File: src/rtl/ds4_pkg.sv
// Shared select encoding for the ds4_mux 4:1 datapath selector.
package ds4_pkg;

  typedef logic [1:0] ds4_sel_t;

  localparam ds4_sel_t SEL_D1 = 2'd0;
  localparam ds4_sel_t SEL_D2 = 2'd1;
  localparam ds4_sel_t SEL_D3 = 2'd2;
  localparam ds4_sel_t SEL_D4 = 2'd3;

endpackage

File: src/rtl/ds4_mux_if.sv
// Operand bundle for ds4_mux: four candidates and a select in, the chosen word out.
interface ds4_mux_if #(
  parameter int WIDTH = 32
);
  import ds4_pkg::*;

  logic [WIDTH-1:0] data1;
  logic [WIDTH-1:0] data2;
  logic [WIDTH-1:0] data3;
  logic [WIDTH-1:0] data4;
  ds4_sel_t         select;
  logic [WIDTH-1:0] out;

  modport master (output data1, data2, data3, data4, select, input out);
  modport slave  (input data1, data2, data3, data4, select, output out);

endinterface

File: src/rtl/ds4_mux2.sv
// WIDTH-bit 2:1 mux leaf used to build the balanced selection tree in ds4_mux.
module ds4_mux2 #(
  parameter int WIDTH = 32
) (
  input  logic [WIDTH-1:0] i_a,
  input  logic [WIDTH-1:0] i_b,
  input  logic             i_sel,
  output logic [WIDTH-1:0] o_y
);

  assign o_y = i_sel ? i_b : i_a;

endmodule

File: src/rtl/ds4_mux.sv
// 4:1 datapath selector with an X-guard on select; define DS4_OUT_REG_EN to
// register the output (1-cycle latency, synchronous active-high rst).
module ds4_mux
  import ds4_pkg::*;
#(
  parameter int WIDTH = 32
) (
  input  logic      clk,
  input  logic      rst,
  ds4_mux_if.slave  bus
);

  logic [WIDTH-1:0] w_stage1_lo;
  logic [WIDTH-1:0] w_stage1_hi;
  logic [WIDTH-1:0] w_tree;
  logic [WIDTH-1:0] w_sel_out;

  ds4_mux2 #(.WIDTH(WIDTH)) u_mux_lo (
    .i_a   (bus.data1),
    .i_b   (bus.data2),
    .i_sel (bus.select[0]),
    .o_y   (w_stage1_lo)
  );

  ds4_mux2 #(.WIDTH(WIDTH)) u_mux_hi (
    .i_a   (bus.data3),
    .i_b   (bus.data4),
    .i_sel (bus.select[0]),
    .o_y   (w_stage1_hi)
  );

  ds4_mux2 #(.WIDTH(WIDTH)) u_mux_root (
    .i_a   (w_stage1_lo),
    .i_b   (w_stage1_hi),
    .i_sel (bus.select[1]),
    .o_y   (w_tree)
  );

  // An X/Z select misses every case item and lands on the zero default, keeping
  // X out of the datapath; synthesis sees the default as unreachable.
  // NOTE: default assignment first so no path through the block infers a latch.
  always_comb begin
    w_sel_out = '0;
    case (bus.select)
      SEL_D1, SEL_D2, SEL_D3, SEL_D4: w_sel_out = w_tree;
      default:                        w_sel_out = '0;
    endcase
  end

`ifdef DS4_OUT_REG_EN
  logic [WIDTH-1:0] r_out;

  // NOTE: non-blocking assignment for registered state avoids evaluation-order races.
  always_ff @(posedge clk) begin
    if (rst) r_out <= '0;
    else     r_out <= w_sel_out;
  end

  assign bus.out = r_out;
`else
  logic w_unused_clk_rst;
  assign w_unused_clk_rst = &{1'b0, clk, rst};

  assign bus.out = w_sel_out;
`endif

endmodule

File: src/flat_wrapper.sv
// flat-port wrapper written by rule: the top's interface ports become plain ports
module ds4_mux_flat import ds4_pkg::*;
#(
  parameter int WIDTH = 32
)
  (clk, rst, bus_data1, bus_data2, bus_data3, bus_data4, bus_select, bus_out);
  ds4_mux_if #(.WIDTH(WIDTH)) bus_i ();
  input  logic clk;
  input  logic rst;
  input wire logic [$bits(bus_i.data1)-1:0] bus_data1;
  input wire logic [$bits(bus_i.data2)-1:0] bus_data2;
  input wire logic [$bits(bus_i.data3)-1:0] bus_data3;
  input wire logic [$bits(bus_i.data4)-1:0] bus_data4;
  input wire logic [$bits(bus_i.select)-1:0] bus_select;
  output wire logic [$bits(bus_i.out)-1:0] bus_out;
  assign bus_i.data1 = bus_data1;
  assign bus_i.data2 = bus_data2;
  assign bus_i.data3 = bus_data3;
  assign bus_i.data4 = bus_data4;
  assign bus_i.select = bus_select;
  assign bus_out = bus_i.out;
  ds4_mux #(.WIDTH(WIDTH)) u_core (.clk(clk), .rst(rst), .bus(bus_i));
endmodule
File: config.mk
export PLATFORM = sky130hd
export DESIGN_NAME = ds4_mux_flat
export DESIGN_NICKNAME = d
export VERILOG_FILES = /design/src/rtl/ds4_pkg.sv /design/src/rtl/ds4_mux_if.sv /design/src/rtl/ds4_mux2.sv /design/src/rtl/ds4_mux.sv /design/src/flat_wrapper.sv
export SDC_FILE = /design/constraint.sdc
export NUM_CORES = 1
export LEC_CHECK = 0
export ABC_AREA = 1
export CELL_PAD_IN_SITES_DETAIL_PLACEMENT = 0
export CELL_PAD_IN_SITES_GLOBAL_PLACEMENT = 1
export CORE_UTILIZATION = 17
export DETAILED_ROUTE_END_ITERATION = 7
export PLACE_DENSITY_LB_ADDON = 0.3
export SYNTH_ARGS = -nofsm -noshare
export SYNTH_HDL_FRONTEND = slang
export SYNTH_HIERARCHICAL = 1
export SYNTH_SLANG_ARGS = --single-unit
File: constraint.sdc
create_clock -name vclk -period 2.23
set_input_delay 0.669 -clock vclk [all_inputs]
set_output_delay 0.669 -clock vclk [all_outputs]
set_load 0.005 [all_outputs]
==> impl_metrics.py <==
metrics = {
    "run_status": {
        "status": "complete, no violations",
    },
    "sta": {
        "maxSlewViolCount": 0,
        "timing.hold.ws_ns": 1.93,
        "max_slew_margin_pct": 84.8,
        "finalHoldViolCount": 0,
        "clock.fmax_ghz": 0.456,
        "fin_crit_sh_pct": 98.2,
        "worst_slew_pin_slew_ns": 0.227,
        "period_minus_slack_ns": 2.19,
        "setup_viol_count_final": 0,
        "worst_slack_ns": 0.0393,
        "rsz0062_at_grt": "yes",
    },
    "drt": {
        "wl_um": 7190,
        "drtAntennaViolNets": 0,
        "first_pass_iters": 4,
        "vias": 2344,
        "vias_per_cell": 3.95,
        "drtIter0Drc": 63,
        "drc": 0,
        "wl_per_cell_um": 12.1,
    },
    "pwr": {
        "power_frac_clock_pct": 0,
        "seqPwrFrac_pct": 0,
        "ir_worst_vdd_mv": 0.0720,
        "p_int_uw": 410,
        "p_leak_uw": 0.00184,
        "switchingPower_uw": 252,
        "power_uw": 662,
        "switching_share_pct": 38.1,
        "power_density_mw_per_mm2": 192,
        "pwr-share-comb_pct": 100.0,
    },
    "worst_setup_path": {
        "worstPathMaxFanout": 7,
        "crit_top_cell": "nand2_2",
        "slowest_stage": "buf_16",
        "cp_slowest_stage_delay_ns": 0.16,
        "crit_path_end_kind": "output pin",
        "startpoint_type": "primary input",
        "worstPathCellList": "buf_12 > buf_16 > buf_6 > buf_6 > nand2_2 > nand2_2 > nand2_2 > nand2_1 > buf_2",
        "cp.required_ns": 1.56,
        "worstSetupPathType": "primary input to output pin",
        "cp.arrival_ns": 1.52,
    },
    "synthesis": {
        "synth_area_leaders": "nand2_1 (66%), nand2_2 (13%), clkbuf_8 (8.4%)",
        "synth_cell_type_count": 6,
        "synth_fp_nets": 444,
        "yosysWarnings": 6,
        "synth.yosys.seq_area_share_pct": 0,
        "synth_top_area_share_pct": 65.6,
        "synth.most_common_cell": "nand2_1",
        "synthCells": 312,
        "yosys.area.top_type": "nand2_1",
        "yosys-top-cells-count": "nand2_1 (258), nand2_2 (30), buf_6 (9), clkbuf_8 (9)",
        "avgSynthCellArea_um2": 4.73,
        "synth_area_mm2": 0.00148,
    },
    "final_layout": {
        "final_area_mm2": 0.00345,
        "antenna_cells": 0,
        "seq_cell_count": 0,
        "n_clock_buffer": 0,
        "regArea_um2": 0,
        "syn_to_final_growth_pct": 134,
        "drive_above_1_share_pct": 25.8,
        "fin_nets": 623,
    },
    "die": {
        "chipHeight_um": 95.2,
        "start_util_pct": 17.8,
        "io_pins": 164,
        "fp-row-count": 33,
        "dieArea_mm2": 0.00905,
        "fp.dieW_um": 95.2,
        "core_area_mm2": 0.00830,
    },
    "global_route": {
        "grt_pass1_wl_um": 11300,
        "antenna_found_initial": 0,
        "gr-total-overflow": 0,
        "track_usage_pct": 15.9,
        "first_global_vias": 2424,
        "grt_max_degree": 33,
    },
    "placed_design": {
        "port_buffers": 162,
        "place.gp.congestion": 0.740,
        "placed_area_mm2": 0.00312,
        "dpl_worst_slack_ns": -0.606,
        "hpwl_um": 5150,
    },
    "hold_path": {
        "hp-class": "primary input to output pin",
    },
    "job": {
        "max_cap_viol_count": 0,
    },
    "clock_tree": {
        "ctsHoldBuffers": 0,
    },
}
-- what timing repair did --
action | CTS | global route
gates resized for setup | 176 | 7
buffers inserted | 15 | 2
endpoints found under the hold margin | 0 | 0
pin swaps | 20 | 5
cloned | 6 | 0
endpoints found under the setup margin | 32 | 29
-- metrics by stage --
stage               setup TNS (ns)  util [%]  cells
floorplan                        0         -    312
global placement            -18.31      37.6    572
detailed placement          -18.46      37.6    572
CTS                         -0.795      41.2    593
global route              -0.00547      41.6    594
finish                           0      41.6    594
-- path summary, 6_finish.rpt --
path,start,end,slack [ns],cells past startpoint
hold / removal,bus_select[0],bus_out[24],1.93,8
setup / recovery,bus_select[0],bus_out[2],0.04,9
-- layout by cell type (no fill, tap or decap) --
cell             instances
nand2_1                235
clkdlybuf4s50_1        128
nand2_2                 52
buf_2                   32
buf_12                  13
buf_4                   10
buf_6                    7
inv_16                   4
buf_16                   3
bufbuf_16                2
inv_6                    1
clkdlybuf4s15_2          1
nand2_4                  1
-- power groups by stage --
stage	clock, uW	combinational [uW]	sequential (uW)
CTS	0	665	0
floorplan	0	245	0
finish	0	662	0
global placement	0	615	0
global route	0	731	0
detailed placement	0	614	0
-- per-layer routing --
layer | global-route usage (%) | share of wire [%]
met3 | 2.79 | 7.5
met4 | 1.89 | 0.95
met5 | 0 | 0
met1 | 18.3 | 41
met2 | 30.8 | 51
-- layout make-up --
class,count,area [um^2]
tap,105,131
timing repair inverter,2,28.8
fill,895,4850
inverter,3,60.1
multi-input combinational,288,1220
timing repair buffer,196,2010
-- logic make-up (layout without fill, tap and decap cells) --
group	count (synthesis)	in the layout	share of synthesized area, %
buffers and inverters	24	201	21.6
AND/OR/NAND/NOR	288	288	78.4
-- critical path: cells and delay by family --
family | cells | cell delay [ns]
buffers and inverters | 5 | 0.64
and+or+nand+nor | 4 | 0.21
(Power assumes the default switching activity.)
